**src/rtl/motor_ctrl_pkg.sv**
```systemverilog
// Shared types and default constants for the motor move sequencer.
package motor_ctrl_pkg;

  typedef enum logic [2:0] {
    IDLE,
    RAMP,
    RUN,
    BRAKE,
    DONE,
    FAULT
  } state_t;

  localparam logic [1:0] ST_REACHED = 2'd0;
  localparam logic [1:0] ST_ABORT   = 2'd1;
  localparam logic [1:0] ST_STALL   = 2'd2;

  localparam int DEF_POS_W        = 24;
  localparam int DEF_DUTY_W       = 8;
  localparam int DEF_RAMP_DIV     = 256;
  localparam int DEF_SLOW_ZONE    = 64;
  localparam int DEF_SLOW_DUTY    = 40;
  localparam int DEF_BRAKE_CYCLES = 1000;
  localparam int DEF_STALL_CYCLES = 100000;

endpackage

```
**src/rtl/enc_pos_counter.sv**
```systemverilog
// Signed position accumulator fed by decoded encoder step/direction pulses.
module enc_pos_counter
  import motor_ctrl_pkg::*;
#(
  parameter int POS_W = DEF_POS_W
) (
  input  logic             clk,
  input  logic             rst,
  input  logic             enc_step,
  input  logic             enc_dir,
  input  logic             clear,
  output logic [POS_W-1:0] position,
  output logic             stall_clr
);

  // Clear has priority over a coincident step; wrap is natural modulo 2^POS_W.
  always_ff @(posedge clk or negedge rst) begin
    if (!rst) begin
      position <= '0;
    end else if (clear) begin
      position <= '0;
    end else if (enc_step) begin
      position <= enc_dir ? position + POS_W'(1) : position - POS_W'(1);
    end
  end

  assign stall_clr = enc_step;

endmodule

```
**src/rtl/motor_move_ctrl.sv**
```systemverilog
// Closed-loop move sequencer: ramps duty, slows near target, brakes, and
// faults when the encoder stops moving while the motor is driven.
module motor_move_ctrl
  import motor_ctrl_pkg::*;
#(
  parameter int POS_W        = DEF_POS_W,
  parameter int DUTY_W       = DEF_DUTY_W,
  parameter int RAMP_DIV     = DEF_RAMP_DIV,
  parameter int SLOW_ZONE    = DEF_SLOW_ZONE,
  parameter int SLOW_DUTY    = DEF_SLOW_DUTY,
  parameter int BRAKE_CYCLES = DEF_BRAKE_CYCLES,
  parameter int STALL_CYCLES = DEF_STALL_CYCLES
) (
  input  logic              clk,
  input  logic              rst,
  input  logic              enc_step,
  input  logic              enc_dir,
  input  logic              cmd_valid,
  output logic              cmd_ready,
  input  logic [POS_W-1:0]  cmd_target,
  input  logic [DUTY_W-1:0] cmd_speed,
  input  logic              abort,
  input  logic              pos_clear,
  input  logic              fault_clr,
  output logic              motor_en,
  output logic              motor_dir,
  output logic [DUTY_W-1:0] pwm_duty,
  output logic [POS_W-1:0]  position,
  output logic              busy,
  output logic              done,
  output logic [1:0]        status,
  output logic              fault
);

  localparam int RAMP_W  = (RAMP_DIV > 1) ? $clog2(RAMP_DIV) : 1;
  localparam int BRAKE_W = (BRAKE_CYCLES > 1) ? $clog2(BRAKE_CYCLES) : 1;
  localparam int STALL_W = (STALL_CYCLES > 1) ? $clog2(STALL_CYCLES) : 1;
  localparam logic [POS_W-1:0]  POS_MAX = {1'b0, {(POS_W-1){1'b1}}};
  localparam logic [POS_W-1:0]  POS_MIN = {1'b1, {(POS_W-1){1'b0}}};
  localparam logic [DUTY_W-1:0] SLOW_D  = DUTY_W'(SLOW_DUTY);

  state_t              state_q, state_d;
  logic [POS_W-1:0]    target_q, target_d;
  logic [DUTY_W-1:0]   speed_q, speed_d;
  logic [DUTY_W-1:0]   duty_q, duty_d;
  logic                dir_q, dir_d;
  logic [1:0]          status_q, status_d;
  logic [RAMP_W-1:0]   ramp_cnt_q, ramp_cnt_d;
  logic [BRAKE_W-1:0]  brake_cnt_q, brake_cnt_d;
  logic [STALL_W-1:0]  stall_cnt_q, stall_cnt_d;

  logic                stall_clr;
  logic [POS_W-1:0]    remaining, accept_rem, rem_abs;
  logic                in_slow, reached, stall_hit;
  logic [DUTY_W-1:0]   limit;

  enc_pos_counter #(.POS_W(POS_W)) u_pos (
    .clk       (clk),
    .rst       (rst),
    .enc_step  (enc_step),
    .enc_dir   (enc_dir),
    .clear     (pos_clear && (state_q == IDLE)),
    .position  (position),
    .stall_clr (stall_clr)
  );

  assign remaining  = target_q - position;
  assign accept_rem = cmd_target - position;

  always_comb begin
    if (!remaining[POS_W-1])       rem_abs = remaining;
    else if (remaining == POS_MIN) rem_abs = POS_MAX;
    else                           rem_abs = '0 - remaining;
  end

  assign in_slow   = (rem_abs <= POS_W'(SLOW_ZONE));
  assign limit     = (in_slow && (speed_q > SLOW_D)) ? SLOW_D : speed_q;
  // Overshoot shows up as remaining having the sign opposite to the drive direction.
  assign reached   = (remaining == '0) || (remaining[POS_W-1] == dir_q);
  assign stall_hit = (stall_cnt_q == STALL_W'(STALL_CYCLES - 1)) && !stall_clr;

  always_ff @(posedge clk or negedge rst) begin
    if (!rst) begin
      state_q     <= IDLE;
      target_q    <= '0;
      speed_q     <= '0;
      duty_q      <= '0;
      dir_q       <= 1'b0;
      status_q    <= ST_REACHED;
      ramp_cnt_q  <= '0;
      brake_cnt_q <= '0;
      stall_cnt_q <= '0;
    end else begin
      state_q     <= state_d;
      target_q    <= target_d;
      speed_q     <= speed_d;
      duty_q      <= duty_d;
      dir_q       <= dir_d;
      status_q    <= status_d;
      ramp_cnt_q  <= ramp_cnt_d;
      brake_cnt_q <= brake_cnt_d;
      stall_cnt_q <= stall_cnt_d;
    end
  end

  always_comb begin
    state_d     = state_q;
    target_d    = target_q;
    speed_d     = speed_q;
    duty_d      = duty_q;
    dir_d       = dir_q;
    status_d    = status_q;
    ramp_cnt_d  = ramp_cnt_q;
    brake_cnt_d = brake_cnt_q;
    stall_cnt_d = stall_cnt_q;

    case (state_q)
      IDLE: begin
        if (cmd_valid) begin
          target_d = cmd_target;
          speed_d  = cmd_speed;
          status_d = ST_REACHED;
          duty_d   = '0;
          if (accept_rem == '0) begin
            state_d = DONE;
          end else begin
            dir_d       = ~accept_rem[POS_W-1];
            ramp_cnt_d  = '0;
            stall_cnt_d = '0;
            state_d     = RAMP;
          end
        end
      end
      RAMP, RUN: begin
        stall_cnt_d = stall_clr ? '0 : stall_cnt_q + STALL_W'(1);
        if (reached) begin
          state_d     = BRAKE;
          status_d    = ST_REACHED;
          duty_d      = '0;
          brake_cnt_d = '0;
        end else if (stall_hit) begin
          state_d  = FAULT;
          status_d = ST_STALL;
          duty_d   = '0;
        end else if (abort) begin
          state_d     = BRAKE;
          status_d    = ST_ABORT;
          duty_d      = '0;
          brake_cnt_d = '0;
        end else if (state_q == RUN) begin
          duty_d = limit;
        end else if (duty_q >= limit) begin
          duty_d  = limit;
          state_d = RUN;
        end else if (ramp_cnt_q == RAMP_W'(RAMP_DIV - 1)) begin
          duty_d     = duty_q + DUTY_W'(1);
          ramp_cnt_d = '0;
        end else begin
          ramp_cnt_d = ramp_cnt_q + RAMP_W'(1);
        end
      end
      BRAKE: begin
        if (brake_cnt_q == BRAKE_W'(BRAKE_CYCLES - 1)) state_d = DONE;
        else brake_cnt_d = brake_cnt_q + BRAKE_W'(1);
      end
      DONE: begin
        state_d = IDLE;
      end
      FAULT: begin
        if (fault_clr) state_d = IDLE;
      end
      default: begin
        state_d = IDLE;
      end
    endcase
  end

  assign cmd_ready = (state_q == IDLE);
  assign busy      = (state_q != IDLE);
  assign done      = (state_q == DONE);
  assign fault     = (state_q == FAULT);
  assign motor_en  = (state_q == RAMP) || (state_q == RUN);
  assign motor_dir = dir_q;
  assign pwm_duty  = duty_q;
  assign status    = status_q;

endmodule

```
**config.mk**
```make
export PLATFORM = sky130hd
export DESIGN_NAME = motor_move_ctrl
export DESIGN_NICKNAME = d
export VERILOG_FILES = /design/src/rtl/motor_ctrl_pkg.sv /design/src/rtl/enc_pos_counter.sv /design/src/rtl/motor_move_ctrl.sv
export SDC_FILE = /design/constraint.sdc
export NUM_CORES = 1
export LEC_CHECK = 0
export BUFFER_PORTS_ARGS = -buffer_cell sky130_fd_sc_hd__buf_2
export CORE_MARGIN = 8
export CORE_UTILIZATION = 50
export CTS_CLUSTER_SIZE = 14
export DETAILED_ROUTE_END_ITERATION = 16
export PLACE_DENSITY = 0.74
export SYNTH_ARGS = -nofsm -noshare
export SYNTH_HDL_FRONTEND = slang
export SYNTH_SLANG_ARGS = --single-unit
```
**constraint.sdc**
```tcl
create_clock -name clk -period 15.4 [get_ports clk]
set_clock_uncertainty 0.15 [all_clocks]
set_input_delay 1.54 -clock clk [delete_from_list [all_inputs] [get_ports clk]]
set_output_delay 1.54 -clock clk [all_outputs]
set_load 0.02 [all_outputs]
```
==> summary.txt <==
STA
  • RSZ-0062 raised after global routing: false
  • Final setup violation count: 0
  • Worst-Margin Slew: slightly below 1 ns
  • Minimum clock period: between 6 and 7 ns
  • Crit share post-route: 44.79%
  • Fin. max-slew vios: 0
  • TNS Setup: 0 ns
  • Final hold vios: 0
  • Slew headroom: 35.04%
  • Highest clock rate: between 0.1 and 0.15 GHz

Floorplan
  • Die ar.: approximately 0.024 mm²
  • Rows: 51
  • Initial Utilization: between 50% and 60%
  • Die Y: 156.4 µm
  • Width of the die: between 150 and 200 µm
  • Core area: 0.01940 mm²
  • IO Pins: 80

Hold path
  • Hold Crit Class: reg2reg

Detailed routing
  • Residual DRC count: 0
  • Routed wire per std cell: approximately 17 µm
  • DR iter-0 viols: 697
  • Drt via density: 6.005
  • Antenna-violating nets left: 0
  • Vias post-DR: just over 9k
  • Pre-Repair DR Iteration Count: 5
  • Routed wire length: between 20000 and 30000 µm

GRT
  • Initial antenna violation count: 0
  • First-pass GRT wire length: around 42000 µm
  • Total GRT Usage: between 20% and 30%
  • Number of global-route vias before repair: between 8k and 9k
  • Largest net degree at the start of global routing: 56
  • Total global routing overflow: 0

Clock network
  • Bufs on Longest Clock Path: 2
  • Clock transition at the registers of the reported paths: approximately 0.07 ns
  • Worst skew pair latency: around 0.37 ns
  • Clock root cell: clkbuf_16
  • CTS buffer count: 9
  • Setup Fix Bufs, Post-CTS: 0
  • CTS Hold Bufs: 0
  • H-tree Lvls: 3
  • PostCTS Resize Cnt: 0
  • CTS tree: yes
  • # clock sinks: 105

Run
  • Max Cap Viol: 0

Synthesis
  • Avg Inst Size Synth: slightly above 8 µm²
  • Syn. warnings: 0
  • Synth Area in Compound Gates: between 20% and 30%
  • Post-synthesis sequential area ratio: about a quarter
  • Post-synthesis xor/xnor area fraction: about 4.4%
  • Distinct cells, synth: 99
  • Post-synth ARST share: 100.0%
  • Synth Cell Area: 0.009849 mm²
  • Flops & latches, synth: 105
  • Main combinational cell family by area after synthesis: compound AO/OA/AOI/OAI gates
  • Mapped Cells: 1188
  • Mux contribution to synthesized area: under 10%
  • Syn_nets: ~1.3k
  • EDFF count, synth: 0
  • Top FF cell, synth: dfrtp_1
  • Post-Synth Adder-Cell Area: between 10% and 20%
  • Synth Area in Simple Gates: between 20 and 25%

Final layout
  • Fill cells: about 1.8k
  • FF+latch area: approximately 0.0026 mm²
  • Post-route cell area: ~0.011 mm²
  • Non-filler instance count after layout: 1512
  • Number of diodes: 0
  • Commonest non-fill, non-tap cell in the layout: nor2_1
  • Nets: approximately 1.4k
  • Area of the multi-input gates: between 0.006 and 0.007 mm²
  • Layout Utilization: 55.21%
  • Commonest non-fill, non-tap cells in the layout: nor2_1, dfrtp_1, nand2_1
  • Layout cells sized above 1: 13.31%
  • Area Growth Syn to Fin: 8.727%

Worst setup path
  • Crit path from: u_pos.position[0]
  • CP max FO: 8
  • WP data arrival: roughly 7 ns
  • Worst path slowest cell: a2111oi_4
  • Setup crit end kind: flip-flop
  • Reg2reg end: pwm_duty[6]
  • Crit-path max cell delay: 0.48 ns
  • Reg2Reg Depth: 27
  • R2r startpoint: u_pos.position[0]
  • CP Class: reg2reg
  • Crit path to: pwm_duty[6]
  • Worst R2R Setup Slack: roughly 8.5 ns
  • Data required time of the worst path: ~16 ns
  • CP Launch Type: flip-flop

Place
  • HPWL after detailed placement: approximately 20000 µm
  • IO Port Bufs: 79
  • Placed Area: ~0.010 mm²
  • # placed instances: 1496
  • Final Wtd Congestion: 0.8985

Status
  • Status: completed
[cell usage after synthesis (all sizes together), types with 25 or more instances]
cell type / number / area [µm²]
nor2: 108 / 405.4
nor3: 31 / 165.2
nand3: 28 / 145.1
mux2: 25 / 281.5
ha: 81 / 1013
dfrtp: 105 / 2628
xnor2: 27 / 251.5
o21ai: 95 / 483.0
inv: 64 / 240.2
nand2: 105 / 396.6
a21oi: 87 / 465.4
clkbuf: 25 / 95.09
[area by class of cell]
class | count | area share, %
well taps | 265 | 3.096
clock buffers | 11 | 2.267
flip-flops and latches | 105 | 24.54
clock inverters | 5 | 0.3739
multi-input cells | 979 | 63.52
inverters | 65 | 2.278
repair buffers | 82 | 3.926
[worst min-delay path by stage]
stage,start,end,slack [ns],cells after the start
global placement,ramp_cnt_q[0],ramp_cnt_q[0],0.33,1
CTS,ramp_cnt_q[0],ramp_cnt_q[0],0.35,1
finish,ramp_cnt_q[0],ramp_cnt_q[0],0.35,1
global route,target_q[3],target_q[3],0.37,1
detailed placement,ramp_cnt_q[0],ramp_cnt_q[0],0.34,1
floorplan,ramp_cnt_q[3],ramp_cnt_q[3],0.31,1
[registers in the layout, summed over array words and instances (netlist names), 2 cells and up]
name            count
target_q           24
u_pos.position     24
stall_cnt_q        17
brake_cnt_q        10
pwm_duty            8
ramp_cnt_q          8
speed_q             8
state_q             3
status              2
[layer usage]
| metal | wire [µm] | global-route usage, % |
|---|---|---|
| met1 | 12190 | 27.82 |
| met2 | 11740 | 35.04 |
| met3 | 955 | 2.785 |
| met4 | 502 | 6.407 |
| met5 | 0 | 0 |
[stage by stage]
step                hold slack, ns  setup WS [ns]
floorplan                   0.3068          9.119
global placement            0.3284          8.781
detailed placement          0.3416          8.623
CTS                         0.3493          8.540
global route                0.3735          7.956
finish                      0.3484          8.503
[worst max-delay path, delay by kind of cell (launching register included)]
family,cells,cell delay [ns]
adder cells (fa/ha/maj),3,0.94
flip-flops,1,0.47
AND/OR/NAND/NOR,13,3.12
AO/OA/AOI/OAI,11,2.11
[logic make-up after synthesis]
logic type / after synthesis
simple gates: 424
compound gates: 378
flops: 105
buf+inv: 104
fa+ha+maj: 83
xor+xnor: 48
mux: 46
Power is left out: the tool's default activity adds up to more than one toggle a clock period on the data nets, which glitch-free logic cannot reach.
